===== config.mk =====
export PLATFORM = sky130hd
export DESIGN_NAME = lif_spike_monitor
export DESIGN_NICKNAME = d
export VERILOG_FILES = /design/src/rtl/lif_mon_pkg.sv /design/src/rtl/lif_spike_monitor_sat_counter.sv /design/src/rtl/lif_spike_monitor.sv
export SDC_FILE = /design/constraint.sdc
export NUM_CORES = 1
export LEC_CHECK = 0
export CORE_ASPECT_RATIO = 2
export CORE_MARGIN = 3
export CORE_UTILIZATION = 45
export CTS_CLUSTER_SIZE = 25
export DETAILED_ROUTE_END_ITERATION = 10
export DONT_BUFFER_PORTS = 1
export GPL_ROUTABILITY_DRIVEN = 1
export PLACE_DENSITY = 0.57
export SLEW_MARGIN = 20
export SYNTH_ARGS = -nofsm -noshare
export SYNTH_HDL_FRONTEND = slang
export SYNTH_HIERARCHICAL = 1
export SYNTH_SLANG_ARGS = --single-unit

===== constraint.sdc =====
create_clock -name clk -period 4.22 [get_ports clk]
set_input_delay 0.422 -clock clk [delete_from_list [all_inputs] [get_ports clk]]
set_output_delay 0.422 -clock clk [all_outputs]
set_load 0.03 [all_outputs]

===== src/rtl/lif_mon_pkg.sv =====
// Shared widths, the "no ISI" marker and the window summary record for the LIF spike monitor.
// Constants only: no latency and no flow control.
package lif_mon_pkg;

    localparam int DEF_U_W   = 3;
    localparam int DEF_WIN_W = 8;
    localparam int DEF_CNT_W = 8;
    localparam int DEF_ISI_W = 8;

    localparam logic [DEF_ISI_W-1:0] ISI_NONE = '1;

    typedef struct packed {
        logic [DEF_CNT_W-1:0] count;
        logic [DEF_U_W-1:0]   u_max;
        logic [DEF_ISI_W-1:0] isi_min;
    } summary_t;

endpackage


===== src/rtl/lif_spike_monitor_sat_counter.sv =====
// Saturating up-counter with synchronous clear; clear has priority over increment.
// Latency: q updates on the edge after clr/inc. No backpressure; at_max freezes the count.
module sat_counter #(
    parameter int W = 8
) (
    input  logic         clk,
    input  logic         reset,
    input  logic         clr,
    input  logic         inc,
    output logic [W-1:0] q,
    output logic         at_max
);

    logic [W-1:0] r_q;

    assign q      = r_q;
    assign at_max = &r_q;

    always_ff @(posedge clk) begin
        if (reset || clr) begin
            r_q <= '0;
        end else if (inc && !at_max) begin
            r_q <= r_q + 1'b1;
        end
    end

endmodule


===== src/rtl/lif_spike_monitor.sv =====
// Summarises neuron spikes and membrane potential per window; outputs {count, peak u, min ISI}.
// Latency: summary is visible 1 cycle after the closing sample.
// Backpressure: out_* held while out_valid && !out_ready; a new close overwrites and sets sticky overrun.
module lif_spike_monitor
    import lif_mon_pkg::*;
#(
    parameter int U_W   = DEF_U_W,
    parameter int WIN_W = DEF_WIN_W,
    parameter int CNT_W = DEF_CNT_W,
    parameter int ISI_W = DEF_ISI_W
) (
    input  logic             clk,
    input  logic             reset,
    input  logic             enable,
    input  logic             spike_in,
    input  logic [U_W-1:0]   u_in,
    input  logic [WIN_W-1:0] window_len,
    output logic             out_valid,
    input  logic             out_ready,
    output logic [CNT_W-1:0] out_count,
    output logic [U_W-1:0]   out_u_max,
    output logic [ISI_W-1:0] out_isi_min,
    output logic             overrun
);

    logic [WIN_W-1:0] r_win_len;
    logic [U_W-1:0]   r_u_max;
    logic [ISI_W-1:0] r_isi_min;
    logic             r_seen;
    logic             r_out_valid;
    logic [CNT_W-1:0] r_out_count;
    logic [U_W-1:0]   r_out_u_max;
    logic [ISI_W-1:0] r_out_isi_min;
    logic             r_overrun;

    logic [WIN_W-1:0] w_idx;
    logic             w_idx_max;
    logic [CNT_W-1:0] w_cnt;
    logic             w_cnt_max;
    logic [ISI_W-1:0] w_since;
    logic             w_since_max;
    logic             w_idle;
    logic             w_close;
    logic             w_spike;
    logic [CNT_W-1:0] w_cnt_next;
    logic [U_W-1:0]   w_u_next;
    logic [ISI_W-1:0] w_isi_cand;
    logic [ISI_W-1:0] w_isi_next;

    assign w_idle  = (r_win_len == '0);
    assign w_spike = enable && spike_in;
    // A saturated index also closes, so the window can never stall past its end.
    assign w_close = enable && !w_idle && ((w_idx == r_win_len - 1'b1) || w_idx_max);

    sat_counter #(.W(WIN_W)) u_win_idx (
        .clk    (clk),
        .reset  (reset),
        .clr    (w_close || w_idle),
        .inc    (enable),
        .q      (w_idx),
        .at_max (w_idx_max)
    );

    sat_counter #(.W(CNT_W)) u_spike_cnt (
        .clk    (clk),
        .reset  (reset),
        .clr    (w_close || w_idle),
        .inc    (w_spike),
        .q      (w_cnt),
        .at_max (w_cnt_max)
    );

    sat_counter #(.W(ISI_W)) u_since_last (
        .clk    (clk),
        .reset  (reset),
        .clr    (w_spike),
        .inc    (enable),
        .q      (w_since),
        .at_max (w_since_max)
    );

    // Accumulator values including this cycle's sample, as captured at a close.
    assign w_cnt_next = (w_spike && !w_cnt_max) ? w_cnt + 1'b1 : w_cnt;
    assign w_u_next   = (enable && (u_in > r_u_max)) ? u_in : r_u_max;
    assign w_isi_cand = w_since_max ? {ISI_W{1'b1}} : w_since + 1'b1;
    assign w_isi_next = (w_spike && r_seen && (w_isi_cand < r_isi_min)) ? w_isi_cand : r_isi_min;

    always_ff @(posedge clk) begin
        if (reset) begin
            r_win_len     <= window_len;
            r_u_max       <= '0;
            r_isi_min     <= '1;
            r_seen        <= 1'b0;
            r_out_valid   <= 1'b0;
            r_out_count   <= '0;
            r_out_u_max   <= '0;
            r_out_isi_min <= '1;
            r_overrun     <= 1'b0;
        end else begin
            if (w_spike) begin
                r_seen <= 1'b1;
            end

            if (w_close || w_idle) begin
                r_u_max   <= '0;
                r_isi_min <= '1;
                r_win_len <= window_len;
            end else begin
                r_u_max   <= w_u_next;
                r_isi_min <= w_isi_next;
            end

            if (w_close) begin
                r_out_valid   <= 1'b1;
                r_out_count   <= w_cnt_next;
                r_out_u_max   <= w_u_next;
                r_out_isi_min <= w_isi_next;
                if (r_out_valid && !out_ready) begin
                    r_overrun <= 1'b1;
                end
            end else if (r_out_valid && out_ready) begin
                r_out_valid <= 1'b0;
            end
        end
    end

    assign out_valid   = r_out_valid;
    assign out_count   = r_out_count;
    assign out_u_max   = r_out_u_max;
    assign out_isi_min = r_out_isi_min;
    assign overrun     = r_overrun;

endmodule


==> results.md <==
- Status: finished clean
- Synth Cell Area: 3830 sq um
- Tot Pwr: 1.46 mW
- Worst setup margin: 795 ps
- First-pass GRT wire length: 16100 um
- Finished Core Util: 0.507
- CP Launch Type: flop
- Max Cap Viol: 0
- Clk pwr share: 0.478
- Initial drt markers: 182
- Endpoints failing hold: 0
- Fin crit period: 3420 ps
- Avg WL per Cell: 18.5 um
- Share of cells above drive strength 1: 0.0965
- Most frequent cell after synthesis: dfxtp_1
- Dpl ws: 422 ps
- Synth area leaders: dfxtp_1 (30%), edfxtp_1 (6.3%), ha_1 (5.2%)
- Worst vdd ir: 0.000311 V
- Final setup fails: 0
- Flops & latches, synth: 65
- Critical path required time: 4480 ps
- Cells after DPL: 507
- Initial antenna violation count: 0
- P&R area growth vs syn: 9.63%
- Via count: 3304
- Global route overflow: 0
- WS Path Type: reg -> reg
- Initial Util: 0.462
- Gpl congestion: 0.881
- Die Area: 9730 sq um
- Cell area after layout: 4200 sq um
- Switch share: 0.239
- Fin crit share: 0.812
- Relative slew slack: 0.510
- Worst Setup End Kind: flop
- Sw Pwr: 0.350 mW
- TritonCTS clock tree: built
- Die H: 137 um
- Core box area: 8290 sq um
- Flop-to-flop setup slack: 800 ps
- Number of flops mapped to enable cells by yosys: 8
- Pwr/cell area: 348 nW/um^2
- Yosys warnings: 6
- Top cell type's share of synthesized area: 0.298
- Worst-skew pair later-pin latency: 330 ps
- Vias in the first global route: 3230
- Leakage: 1.64 nW
- Core Rows: 47
- Post-synthesis async set-or-reset flop share: 0
- Final #Nets: 452
- Syn_area_per_cell: 9.11 sq um
- Register area: 1380 sq um
- Area post-placement: 3910 sq um
- # resized after CTS: 0
- GRT Total Usage: 0.211
- Postcts setup bufs: 0
- CTS clk-pin slew, worst paths: 60 ps
- Internal Pwr Total: 1.11 mW
- Comb pwr share: 0.070
- Crit path arrival time: 3680 ps
- Cts hold-fix bufs: 0
- Clk buf depth: 2
- DR DRC count: 0
- TNS Setup: 0 ps
- Highest fanout seen on the critical path: 17
- Multi-input combinational cell area: 2240 sq um
- Post-synth top cells: dfxtp_1 (57), nand2_1 (40), inv_1 (37), nor3_1 (17), ha_1 (16)
- Clock sink count: 65
- IO Count: 37
- Distinct cells, synth: 62
- Filler Cells Inserted: 783
- Die width: 71.3 um
- Drt first pass iters: 4
- Inserted Clock Buffers: 9
- Synth Net Count: 453
- Post-Synthesis Cells: 421
- Final WL: 9680 um
- Largest area contributor in the netlist: dfxtp_1
- Antenna-violating nets left: 0
- Ys flop type: dfxtp_1
- Port Buffers: 0
- Skew final: 9.79 ps
- Fmax: 0.292 GHz
- CTS HTree Levels: 3
- ANT cells: 0
- RSZ-0062 raised after global routing: no
- Hold Crit Class: in -> reg
- Pins Over Slew Limit: 0
- Via density per instance: 6.32
- Worst Max-Slew Pin Slew: 735 ps
- Clock Root Buffer: clkbuf_16
- Post-synthesis sequential area ratio: 0.360
- Hold Slack: 165 ps
- Post-Layout Cell Count: 523
- Largest net degree at the start of global routing: 29
- Seq pwr share: 0.452
- Dpl hpwl: 7050 um
[path summary, 6_finish.rpt]
path | start | cells past startpoint | endpoint
setup / recovery | r_win_len[2] | 8 | u_win_idx/q[4]
hold / removal | reset | 1 | u_since_last/q[6]
setup reg to reg | r_win_len[2] | 8 | u_win_idx/q[4]
hold reg to reg | r_seen | 1 | r_seen
[flip-flops by register name (all words and copies together) (netlist names), 3 cells and up]
name            flops
r_isi_min           8
u_spike_cnt/q       8
r_u_max             3
out_count           8
u_win_idx/q         8
r_win_len           8
u_since_last/q      8
out_u_max           3
out_isi_min         8
[placed cells by master (no fill, tap or decap), types with 10 or more instances in the layout]
master / instances
xnor2_1: 13
nand4_1: 11
inv_1: 37
a311o_1: 12
nand2_1: 40
ha_1: 16
nand3_1: 13
mux2i_1: 14
dfxtp_1: 57
clkbuf_16: 10
a21oi_1: 14
or3_1: 10
nor3_1: 16
a2111oi_0: 10
o211ai_1: 10
[routing by layer]
| layer | vias to the layer above | GRT usage | wire length (um) | share of wire |
|---|---|---|---|---|
| met5 | - | 0 | 0 | 0 |
| met4 | 0 | 0.114 | 416 | 0.043 |
| met3 | 25 | 0.0463 | 382 | 0.039 |
| met2 | 73 | 0.377 | 5290 | 0.55 |
| met1 | 1583 | 0.226 | 3590 | 0.37 |
| li1 | 1623 | - | - | - |
[cells by family after synthesis]
family / Yosys count / synth area share
simple gates: 133 / 0.185
fa+ha+maj: 16 / 0.0522
mux: 14 / 0.0366
flops: 65 / 0.360
compound gates: 121 / 0.265
buf+inv: 54 / 0.0594
xor+xnor: 18 / 0.0411
[power groups by stage]
| stage | registers, mW | clock network (mW) | logic (mW) |
|---|---|---|---|
| after global routing | 0.664 | 0.742 | 0.116 |
| after floorplan | 0.669 | 0 | 0.0814 |
| after CTS | 0.662 | 0.717 | 0.102 |
| final | 0.662 | 0.700 | 0.102 |
| after detailed placement | 0.675 | 0 | 0.101 |
| after global placement | 0.674 | 0 | 0.0996 |
[worst max-delay path: stages (launching register included)]
cell,delay (ps)
edfxtp_1,450
or4_4,600
nor4_1,410
nor2_1,180
a31oi_4,520
nand2b_1,450
nor2_1,430
o21ai_0,150
a31oi_1,160
[area by class of cell]
type / instances / share of cell area
timing repair buffer: 5 / 0.00893
multi-input combinational: 302 / 0.533
inverter: 37 / 0.0330
clock inverter: 4 / 0.00625
tap: 98 / 0.0292
clock buffer: 12 / 0.0613
sequential: 65 / 0.329
No activity file was read; power rests on OpenSTA's default activity.
